### config.mk
export PLATFORM = sky130hd
export DESIGN_NAME = seg7_scan_driver
export DESIGN_NICKNAME = d
export VERILOG_FILES = /design/src/rtl/seg7_scan_driver.sv
export SDC_FILE = /design/constraint.sdc
export NUM_CORES = 1
export LEC_CHECK = 0
export ABC_AREA = 1
export BUFFER_PORTS_ARGS = -buffer_cell sky130_fd_sc_hd__buf_2
export CAP_MARGIN = 30
export CORE_ASPECT_RATIO = 1.25
export CORE_UTILIZATION = 30
export DETAILED_ROUTE_END_ITERATION = 16
export GPL_TIMING_DRIVEN = 0
export PLACE_DENSITY = 0.48
export SYNTH_ARGS = -nofsm -noshare
export SYNTH_HDL_FRONTEND = slang
export SYNTH_SLANG_ARGS = --single-unit
### constraint.sdc
create_clock -name clk -period 6.66 [get_ports clk]
set_input_delay 0.999 -clock clk [delete_from_list [all_inputs] [get_ports clk]]
set_output_delay 0.999 -clock clk [all_outputs]
set_load 0.05 [all_outputs]
### src/rtl/seg7_scan_driver.sv
// Multiplexed seven-segment driver: captures a binary value, converts it to
// decimal (sequential double-dabble) or hex digits, and scans them out one digit per slot.
module seg7_scan_driver #(
    parameter int unsigned NUM_DIGITS = 4,
    parameter int unsigned BIN_WIDTH  = 14,
    parameter int unsigned SCAN_DIV   = 50000
) (
    input  logic                  clk,
    input  logic                  reset,
    input  logic [BIN_WIDTH-1:0]  value,
    input  logic                  load,
    input  logic                  hex_mode,
    input  logic                  blank_lz,
    output logic [6:0]            display,
    output logic [NUM_DIGITS-1:0] digit_en,
    output logic                  busy,
    output logic                  overflow
);

    localparam int unsigned BCD_W = 4 * NUM_DIGITS;
    localparam int unsigned IDX_W = (NUM_DIGITS > 1) ? $clog2(NUM_DIGITS) : 1;
    localparam int unsigned PRE_W = $clog2(SCAN_DIV);
    localparam int unsigned CNT_W = $clog2(BIN_WIDTH + 1);
    localparam logic [6:0]  SEG_BLANK = 7'b1111111;
    localparam logic [6:0]  SEG_DASH  = 7'b0111111;

    function automatic logic [63:0] pow10(input int unsigned n);
        logic [63:0] p;
        p = 64'd1;
        for (int unsigned k = 0; k < n; k++) p = p * 64'd10;
        return p;
    endfunction

    localparam logic [63:0] DEC_MAX = pow10(NUM_DIGITS) - 64'd1;

    function automatic logic [6:0] seg_of(input logic [3:0] n);
        logic [6:0] s;
        case (n)
            4'h0: s = 7'b1000000;
            4'h1: s = 7'b1111001;
            4'h2: s = 7'b0100100;
            4'h3: s = 7'b0110000;
            4'h4: s = 7'b0011001;
            4'h5: s = 7'b0010010;
            4'h6: s = 7'b0000010;
            4'h7: s = 7'b1111000;
            4'h8: s = 7'b0000000;
            4'h9: s = 7'b0010000;
            4'hA: s = 7'b0001000;
            4'hB: s = 7'b0000011;
            4'hC: s = 7'b1000110;
            4'hD: s = 7'b0100001;
            4'hE: s = 7'b0000110;
            default: s = 7'b0001110;
        endcase
        return s;
    endfunction

    typedef enum logic {S_IDLE, S_CONV} state_t;

    state_t               r_state;
    state_t               w_state_nxt;
    logic                 w_start_conv;
    logic                 w_commit_hex;
    logic                 w_commit_dec;
    logic                 w_commit;

    logic [BIN_WIDTH-1:0] r_shift;
    logic [BCD_W-1:0]     r_bcd;
    logic [BCD_W-1:0]     w_bcd_adj;
    logic [BCD_W-1:0]     w_bcd_step;
    logic [CNT_W-1:0]     r_cnt;
    logic                 r_conv_blz;
    logic                 r_conv_ovf;

    logic                 w_dec_ovf;
    logic                 w_hex_ovf;
    logic [BCD_W-1:0]     w_nib;
    logic                 w_ovf;
    logic                 w_blz;
    logic [6:0]           w_code [NUM_DIGITS];
    logic [6:0]           r_seg  [NUM_DIGITS];

    logic [PRE_W-1:0]     r_presc;
    logic [IDX_W-1:0]     r_idx;
    logic [6:0]           r_display;
    logic [NUM_DIGITS-1:0] r_digit_en;
    logic                 r_busy;
    logic                 r_overflow;

    assign display  = r_display;
    assign digit_en = r_digit_en;
    assign busy     = r_busy;
    assign overflow = r_overflow;

    assign w_dec_ovf = 64'(value) > DEC_MAX;
    assign w_hex_ovf = (64'(value) >> BCD_W) != 64'd0;

    // State register
    always_ff @(posedge clk) begin
        if (reset) r_state <= S_IDLE;
        else       r_state <= w_state_nxt;
    end

    // Next state: loads are only honoured when idle
    always_comb begin
        w_state_nxt  = r_state;
        w_start_conv = 1'b0;
        w_commit_hex = 1'b0;
        w_commit_dec = 1'b0;
        case (r_state)
            S_IDLE: begin
                if (load) begin
                    if (hex_mode) begin
                        w_commit_hex = 1'b1;
                    end else begin
                        w_start_conv = 1'b1;
                        w_state_nxt  = S_CONV;
                    end
                end
            end
            S_CONV: begin
                if (r_cnt == CNT_W'(BIN_WIDTH - 1)) begin
                    w_commit_dec = 1'b1;
                    w_state_nxt  = S_IDLE;
                end
            end
            default: w_state_nxt = S_IDLE;
        endcase
    end

    // One double-dabble step: add 3 to any BCD digit >= 5, then shift in the next bit
    always_comb begin
        w_bcd_adj = r_bcd;
        for (int i = 0; i < int'(NUM_DIGITS); i++) begin
            if (r_bcd[4*i +: 4] >= 4'd5) w_bcd_adj[4*i +: 4] = r_bcd[4*i +: 4] + 4'd3;
        end
        w_bcd_step = {w_bcd_adj[BCD_W-2:0], r_shift[BIN_WIDTH-1]};
    end

    assign w_commit = w_commit_hex | w_commit_dec;
    assign w_nib    = w_commit_hex ? BCD_W'(value) : w_bcd_step;
    assign w_ovf    = w_commit_hex ? w_hex_ovf : r_conv_ovf;
    assign w_blz    = w_commit_hex ? blank_lz  : r_conv_blz;

    // Segment codes for the committed digits, walking down from the top to find leading zeros
    always_comb begin
        logic v_lead;
        v_lead = 1'b1;
        for (int i = 0; i < int'(NUM_DIGITS); i++) w_code[i] = SEG_BLANK;
        for (int i = int'(NUM_DIGITS) - 1; i >= 0; i--) begin
            v_lead = v_lead && (w_nib[4*i +: 4] == 4'd0);
            if (w_ovf)                       w_code[i] = SEG_DASH;
            else if (w_blz && v_lead && i != 0) w_code[i] = SEG_BLANK;
            else                             w_code[i] = seg_of(w_nib[4*i +: 4]);
        end
    end

    // Conversion datapath and digit register
    always_ff @(posedge clk) begin
        if (reset) begin
            r_shift    <= '0;
            r_bcd      <= '0;
            r_cnt      <= '0;
            r_conv_blz <= 1'b0;
            r_conv_ovf <= 1'b0;
            r_busy     <= 1'b0;
            r_overflow <= 1'b0;
            for (int i = 0; i < int'(NUM_DIGITS); i++) r_seg[i] <= SEG_BLANK;
        end else begin
            r_busy <= (w_state_nxt == S_CONV);
            if (w_start_conv) begin
                r_shift    <= value;
                r_bcd      <= '0;
                r_cnt      <= '0;
                r_conv_blz <= blank_lz;
                r_conv_ovf <= w_dec_ovf;
            end else if (r_state == S_CONV) begin
                r_shift <= r_shift << 1;
                r_bcd   <= w_bcd_step;
                r_cnt   <= r_cnt + CNT_W'(1);
            end
            if (w_commit) begin
                r_seg      <= w_code;
                r_overflow <= w_ovf;
            end
        end
    end

    // Free-running scan; display and enable are registered together so they never skew
    always_ff @(posedge clk) begin
        if (reset) begin
            r_presc    <= '0;
            r_idx      <= '0;
            r_display  <= SEG_BLANK;
            r_digit_en <= '1;
        end else begin
            if (r_presc == PRE_W'(SCAN_DIV - 1)) begin
                r_presc <= '0;
                r_idx   <= (r_idx == IDX_W'(NUM_DIGITS - 1)) ? '0 : r_idx + IDX_W'(1);
            end else begin
                r_presc <= r_presc + PRE_W'(1);
            end
            r_display  <= r_seg[r_idx];
            r_digit_en <= ~(NUM_DIGITS'(1) << r_idx);
        end
    end

endmodule

==> impl_metrics.tcl, run 1 <==
set metrics [dict create \
    synth.area.top_cells "dfxtp_1 33%, nand2_1 17%, inv_1 8.5%" \
    grt_antenna_before_repair 0 \
    synth_area_um2 5790 \
    max_slew.worst_pin.slew_ns 0.785 \
    fin_crit_sh 0.437 \
    syn_avg_cell_area_um2 6.52 \
    yosys.area_share.xor_xnor 0.00454 \
    synthFlopType "dfxtp_1" \
    cts_buffers 9 \
    grt_overflow 0 \
    ys_warn_count 0 \
    critPathMaxStageDelay_ns 0.61 \
    drt_iter0_markers 233 \
    synthCells 888 \
    r2r-start "r_bcd[13]" \
    wire_per_inst_um 13.6 \
    areaGrowthSynthToFinish_pct 12.7 \
    rows 56 \
    holdCritPathClass "register to register" \
    cp_top_family "simple AND/OR/NAND/NOR gates" \
    ys_seq_area_frac 0.329 \
    start_util 0.307 \
    synth-edff-count 0 \
    cp.arrival_ns 3.22 \
    crit_top_cell "nand2_1" \
    grt_max_degree 19 \
    viasPerCell 4.68 \
    layout_common_cells "266 x nand2_1, 131 x inv_1, 95 x dfxtp_1" \
    syn_nets 946 \
    root_buffer "clkbuf_16" \
    htree_levels 3 \
    cp_slowest_cell "o21ai_0" \
    grtUsageTotal 0.165 \
    cp-startpoint "hex_mode" \
    cts_post_setup_buffers_inserted 0 \
    tns_ns 0 \
    nets 988 \
    relSlewSlack 0.477 \
    synth_compound_area_frac 0.141 \
    clk_latency_ns 0.36 \
    rsz0062_at_grt "false" \
    slew_violations 0 \
    maxCapViolations 0 \
    synth_top_cell_by_area "dfxtp_1" \
    gp_congestion 0.823 \
    required_ns 6.97 \
    die_x_um 126 \
    die_h_um 157 \
    dieArea_um2 19900 \
    placed_area_um2 6230 \
    end_kind "register" \
    cts_buffer_depth 2 \
    io_pins 32 \
    cp_num_buf_inv 3 \
    ys_async_sr_fraction 0 \
    portBuffers 31 \
    synth_adder_area_share 0.0843 \
    finalCriticalPeriod_ns 2.91 \
    drive_above_1_share 0.0877 \
    vias 5463 \
    dp_hpwl_um 12300 \
    leakagePower_nw 3.28 \
    synth_simple_gate_area_share 0.330 \
    cts.sinks 95 \
    grt_pass1_vias 5117 \
    antennaDiodeCount 0 \
    core_area_um2 18800 \
    grt_pass1_wl_um 25700 \
    hold_start "r_presc[0]" \
    hold_violations 0 \
    synth_top_area_frac 0.329 \
    powerDensity_nw_per_um2 219 \
    status "finished clean" \
    critPathKind "input port to register" \
    ant_nets 0 \
    dr.pass1.iters 5 \
    cts_tree "built" \
    drc 0 \
    ys_seq_elements 95 \
    design_area_um2 6520 \
    cp-start-kind "input port" \
    ys_types 41 \
    max_freq_mhz 344 \
    final_common_cell "nand2_1" \
    synth.area.mux_share 0 \
    ir_drop_v 0.000133 \
    cts_hold_buf 0 \
    crit_fanout 10 \
    synth_top_family_by_area "simple AND/OR/NAND/NOR gates" \
    finClkSkew_ns 0.0111 \
    clkTransAtPathRegs_ns 0.08 \
    post_cts_resized 0 \
    setup_violations 0 \
    path_cells "buf_2 -> nand2_1 -> nor2_2 -> buf_4 -> o21ai_0 -> ha_1 -> nand2_1 -> inv_1 -> nand2_1 -> nor2_4 -> nand2_1 -> nand2_1 -> o21ai_1 -> nand2_1" \
    wl_um 15800 \
]
-- cells in the mapped netlist (all sizes together), types with 2 or more instances --
cell	count
o221ai	5
o21a	2
nor3b	3
nand2	271
nor3	3
xor2	3
ha	39
clkinv	3
o211ai	15
nor2	51
or2	10
dfxtp	95
a21oi	35
buf	12
nand3	79
a31oi	4
o22ai	3
o21ai	74
inv	136
a211oi	6
nand4	19
clkbuf	15
-- report_power, final --
part	internal (mW)	switching, mW	leakage, nW	total [mW]
Clock	0.262	0.258	0.139	0.519
Sequential	0.597	0.0159	0.777	0.613
Combinational	0.0948	0.204	2.36	0.298
Total	0.953	0.477	3.28	1.43
-- cell type report --
class / instances / area, um2
buffer: 27 / 123
clock buffer: 9 / 225
clock inverter: 7 / 62.6
fill: 2071 / 12300
inverter: 139 / 522
multi-input combinational: 627 / 3240
sequential: 95 / 1900
tap: 232 / 290
timing repair buffer: 31 / 155
-- registers in the layout, indices dropped and copies added, names as in the netlist --
signal	cells
r_seg	28
r_idx	2
digit_en	4
r_shift	14
overflow	1
r_cnt	4
r_presc	16
r_conv_ovf	1
busy	1
r_conv_blz	1
display	7
r_bcd	16
-- worst reg2reg max path, stage by stage (launching register included) --
cell     delay (ns)
dfxtp_1        0.30
inv_1          0.11
ha_1           0.17
inv_1          0.04
nand2_1        0.13
nand3_1        0.12
xor2_1         0.17
o21ai_0        0.59
ha_1           0.30
nand2_1        0.08
inv_1          0.10
nand2_1        0.09
nor2_4         0.17
nand2_1        0.09
nand2_1        0.13
o21ai_1        0.10
nand2_1        0.07
-- metal layers --
layer | global-route usage | part of all wire | vias up | wire length [um]
met5 | 0 | 0 | - | 0
met4 | 0.0654 | 0.018 | 0 | 281
met3 | 0.0214 | 0.021 | 15 | 334
met2 | 0.301 | 0.49 | 80 | 7820
met1 | 0.196 | 0.47 | 2436 | 7390
li1 | - | - | 2932 | -
-- per-stage QoR --
| step | hold slack (ns) | setup slack [ns] | utilization | total power, mW | instances |
|---|---|---|---|---|---|
| 2_1_floorplan | 0.418 | 4.03 | - | 0.844 | 888 |
| 3_3_place_gp | 0.435 | 3.33 | 0.331 | 0.927 | 1151 |
| 3_5_place_dp | 0.442 | 3.33 | 0.331 | 0.926 | 1151 |
| 4_1_cts | 0.460 | 3.71 | 0.346 | 1.45 | 1167 |
| 5_1_grt | 0.479 | 3.55 | 0.346 | 1.51 | 1167 |
| 6_report | 0.451 | 3.75 | 0.346 | 1.43 | 1167 |
-- kinds of logic after synthesis --
group                      after synthesis
buffers and inverters                  166
xor gates and xnor gates                 3
adders and majority gates               39
DFF                                     95
and+or+nand+nor                        440
AOI/OAI and AO/OA                      145
-- worst paths after layout --
check / end / slack, ns / cells past startpoint
setup / recovery: r_seg[16] / 3.75 / 14
hold / removal: r_presc[0] / 0.45 / 1
setup reg to reg: r_seg[16] / 3.86 / 16
hold reg to reg: r_presc[0] / 0.45 / 1
Note: power is estimated with default switching activity, not from simulation.
==> run 2, diff against run 1 <==
Clock period 6.66 ns to 2.7 ns, I/O delays scaled along.
==> run 2 against run 1 <==
Net effect: clock power up 140%; flip-flop and latch count unchanged; combinational power rose to 2.5 times the previous value; via count down 0.33%; total power up 150%; worst setup slack worse by 3.5 ns.
==> impl_metrics.tcl, run 2 (synthesis results as in run 1) <==
set metrics [dict create \
    critPathKind "register to register" \
    io_pins 32 \
    grt_pass1_vias 5117 \
    cp_slowest_cell "dfxtp_1" \
    hold_start "reset" \
    layoutNonFillerInstCount 1168 \
    wire_per_inst_um 13.5 \
    routed-wl-met2_um 7730 \
    dp_hpwl_um 12300 \
    end_kind "register" \
    hold_end "r_shift[0]" \
    nets 989 \
    cts_buffer_depth 2 \
    viasPerCell 4.66 \
    fillers 2063 \
    holdCritPathClass "input port to register" \
    final_common_cell "nand2_1" \
    wl_met1_um 7360 \
    grt_overflow 0 \
    hold_depth 2 \
    cp-start-kind "register" \
    crit_fanout 6 \
    areaGrowthSynthToFinish_pct 13.6 \
    layout_common_cells "263 x nand2_1, 131 x inv_1, 93 x dfxtp_1" \
    relSlewSlack 0.485 \
    top_layer "met4" \
    cp_top_family "simple AND/OR/NAND/NOR gates" \
    top_regs "r_seg x28, r_bcd x16, r_presc x16" \
    drive_above_1_share 0.0994 \
    start_util 0.307 \
    die_h_um 157 \
    grtUsageTotal 0.165 \
    dp.cells 1151 \
    clkTransAtPathRegs_ns 0.07 \
    drc 0 \
    final_util 0.349 \
    die_x_um 126 \
    design_area_um2 6580 \
    whs_ns 0.298 \
    drt_iter0_markers 248 \
    cts_buffers 9 \
    fin_crit_sh 0.905 \
    wl_um 15800 \
    required_ns 2.93 \
    clk_latency_ns 0.36 \
    cp_num_buf_inv 3 \
    gp_congestion 0.823 \
    cts_tree "built" \
    htree_levels 3 \
    maxCapViolations 0 \
    r2r-start "r_bcd[0]" \
    vias 5445 \
    rr_worst_depth 16 \
    slew_violations 0 \
    ff2ff_setup_slack_ns 0.26 \
    setup_violations 0 \
    cts.sinks 95 \
    hold_violations 0 \
    max_slew.worst_pin.slew_ns 0.772 \
    portBuffers 31 \
    ir_drop_v 0.000326 \
    ant_nets 0 \
    powerDensity_nw_per_um2 538 \
    cp.arrival_ns 2.68 \
    worst_r2r_endpoint "r_seg[26]" \
    core_area_um2 18800 \
    antennaDiodeCount 0 \
    critPathMaxStageDelay_ns 0.36 \
    placed_area_um2 6230 \
    finClkSkew_ns 0.0111 \
    largest_reg_flops 28 \
    grt_pass1_wl_um 25700 \
    rsz0062_at_grt "true" \
    max_freq_mhz 409 \
    regMostFlops "r_seg" \
    grt_max_degree 19 \
    root_buffer "clkbuf_16" \
    finalCriticalPeriod_ns 2.44 \
    path_cells "inv_1 -> ha_1 -> inv_1 -> nand2_1 -> nand3_1 -> xor2_1 -> nand2_1 -> o21ai_1 -> inv_1 -> ha_1 -> nand2_1 -> o21ai_0 -> nand2_1 -> nand2_1 -> o21ai_1 -> nand2_1" \
    wl_met3_um 386 \
    status "finished clean" \
    leakagePower_nw 3.29 \
    grt_antenna_before_repair 0 \
    rows 56 \
    dr.pass1.iters 4 \
    dieArea_um2 19900 \
    crit_top_cell "nand2_1" \
]
[run 2: cell count changes in the layout (fill, tap and decap cells not counted), sizes merged]
cell	change
buf	+1
[run 2: area by class of cell]
cell class / instances / area (um2) / share of cell area
inverters: 139 / 522 / 0.0794
repair buffers: 33 / 170 / 0.0259
plain buffers: 26 / 118 / 0.0179
clock buffers: 9 / 225 / 0.0343
multi-input cells: 627 / 3280 / 0.499
clock inverters: 7 / 62.6 / 0.00951
flip-flops and latches: 95 / 1900 / 0.290
well taps: 232 / 290 / 0.0441
[run 2: through the flow]
stage / TNS (ns) / worst slack [ns] / power [mW]
3_3_place_gp: -0.955 / -0.135 / 2.29
3_5_place_dp: -0.584 / -0.107 / 2.28
2_1_floorplan: 0 / 0.287 / 2.08
6_report: 0 / 0.256 / 3.54
4_1_cts: 0 / 0.00791 / 3.57
5_1_grt: -0.0631 / -0.0201 / 3.74
[run 2: power breakdown]
part | internal [mW] | leakage [nW] | switching (mW)
logic | 0.242 | 2.37 | 0.509
clock network | 0.645 | 0.139 | 0.629
registers | 1.47 | 0.778 | 0.0391
[run 2: timing repair]
item / in CTS / in global routing
hold buffers: 0 / 0
endpoints found under the hold margin: 0 / 0
pin swaps: 0 / 4
endpoints found under the setup margin: 12 / 22
buffers inserted: 0 / 2
resized for setup: 3 / 12
[run 2: layer usage]
| layer | global-route usage | vias to the layer above |
|---|---|---|
| met3 | 0.0214 | 15 |
| met5 | 0 | - |
| met4 | 0.0654 | 0 |
| met2 | 0.301 | 75 |
| met1 | 0.196 | 2419 |
| li1 | - | 2936 |
[run 2: worst max-delay path by stage]
stage,start,end,slack (ns),cells past startpoint
after floorplan,busy,r_seg[15],0.29,14
after global placement,r_bcd[12],r_seg[16],-0.13,16
after detailed placement,r_bcd[12],r_seg[16],-0.11,16
after CTS,r_bcd[8],r_seg[16],0.008,17
after global routing,r_bcd[8],r_seg[12],-0.02,17
final,r_bcd[0],r_seg[26],0.26,16
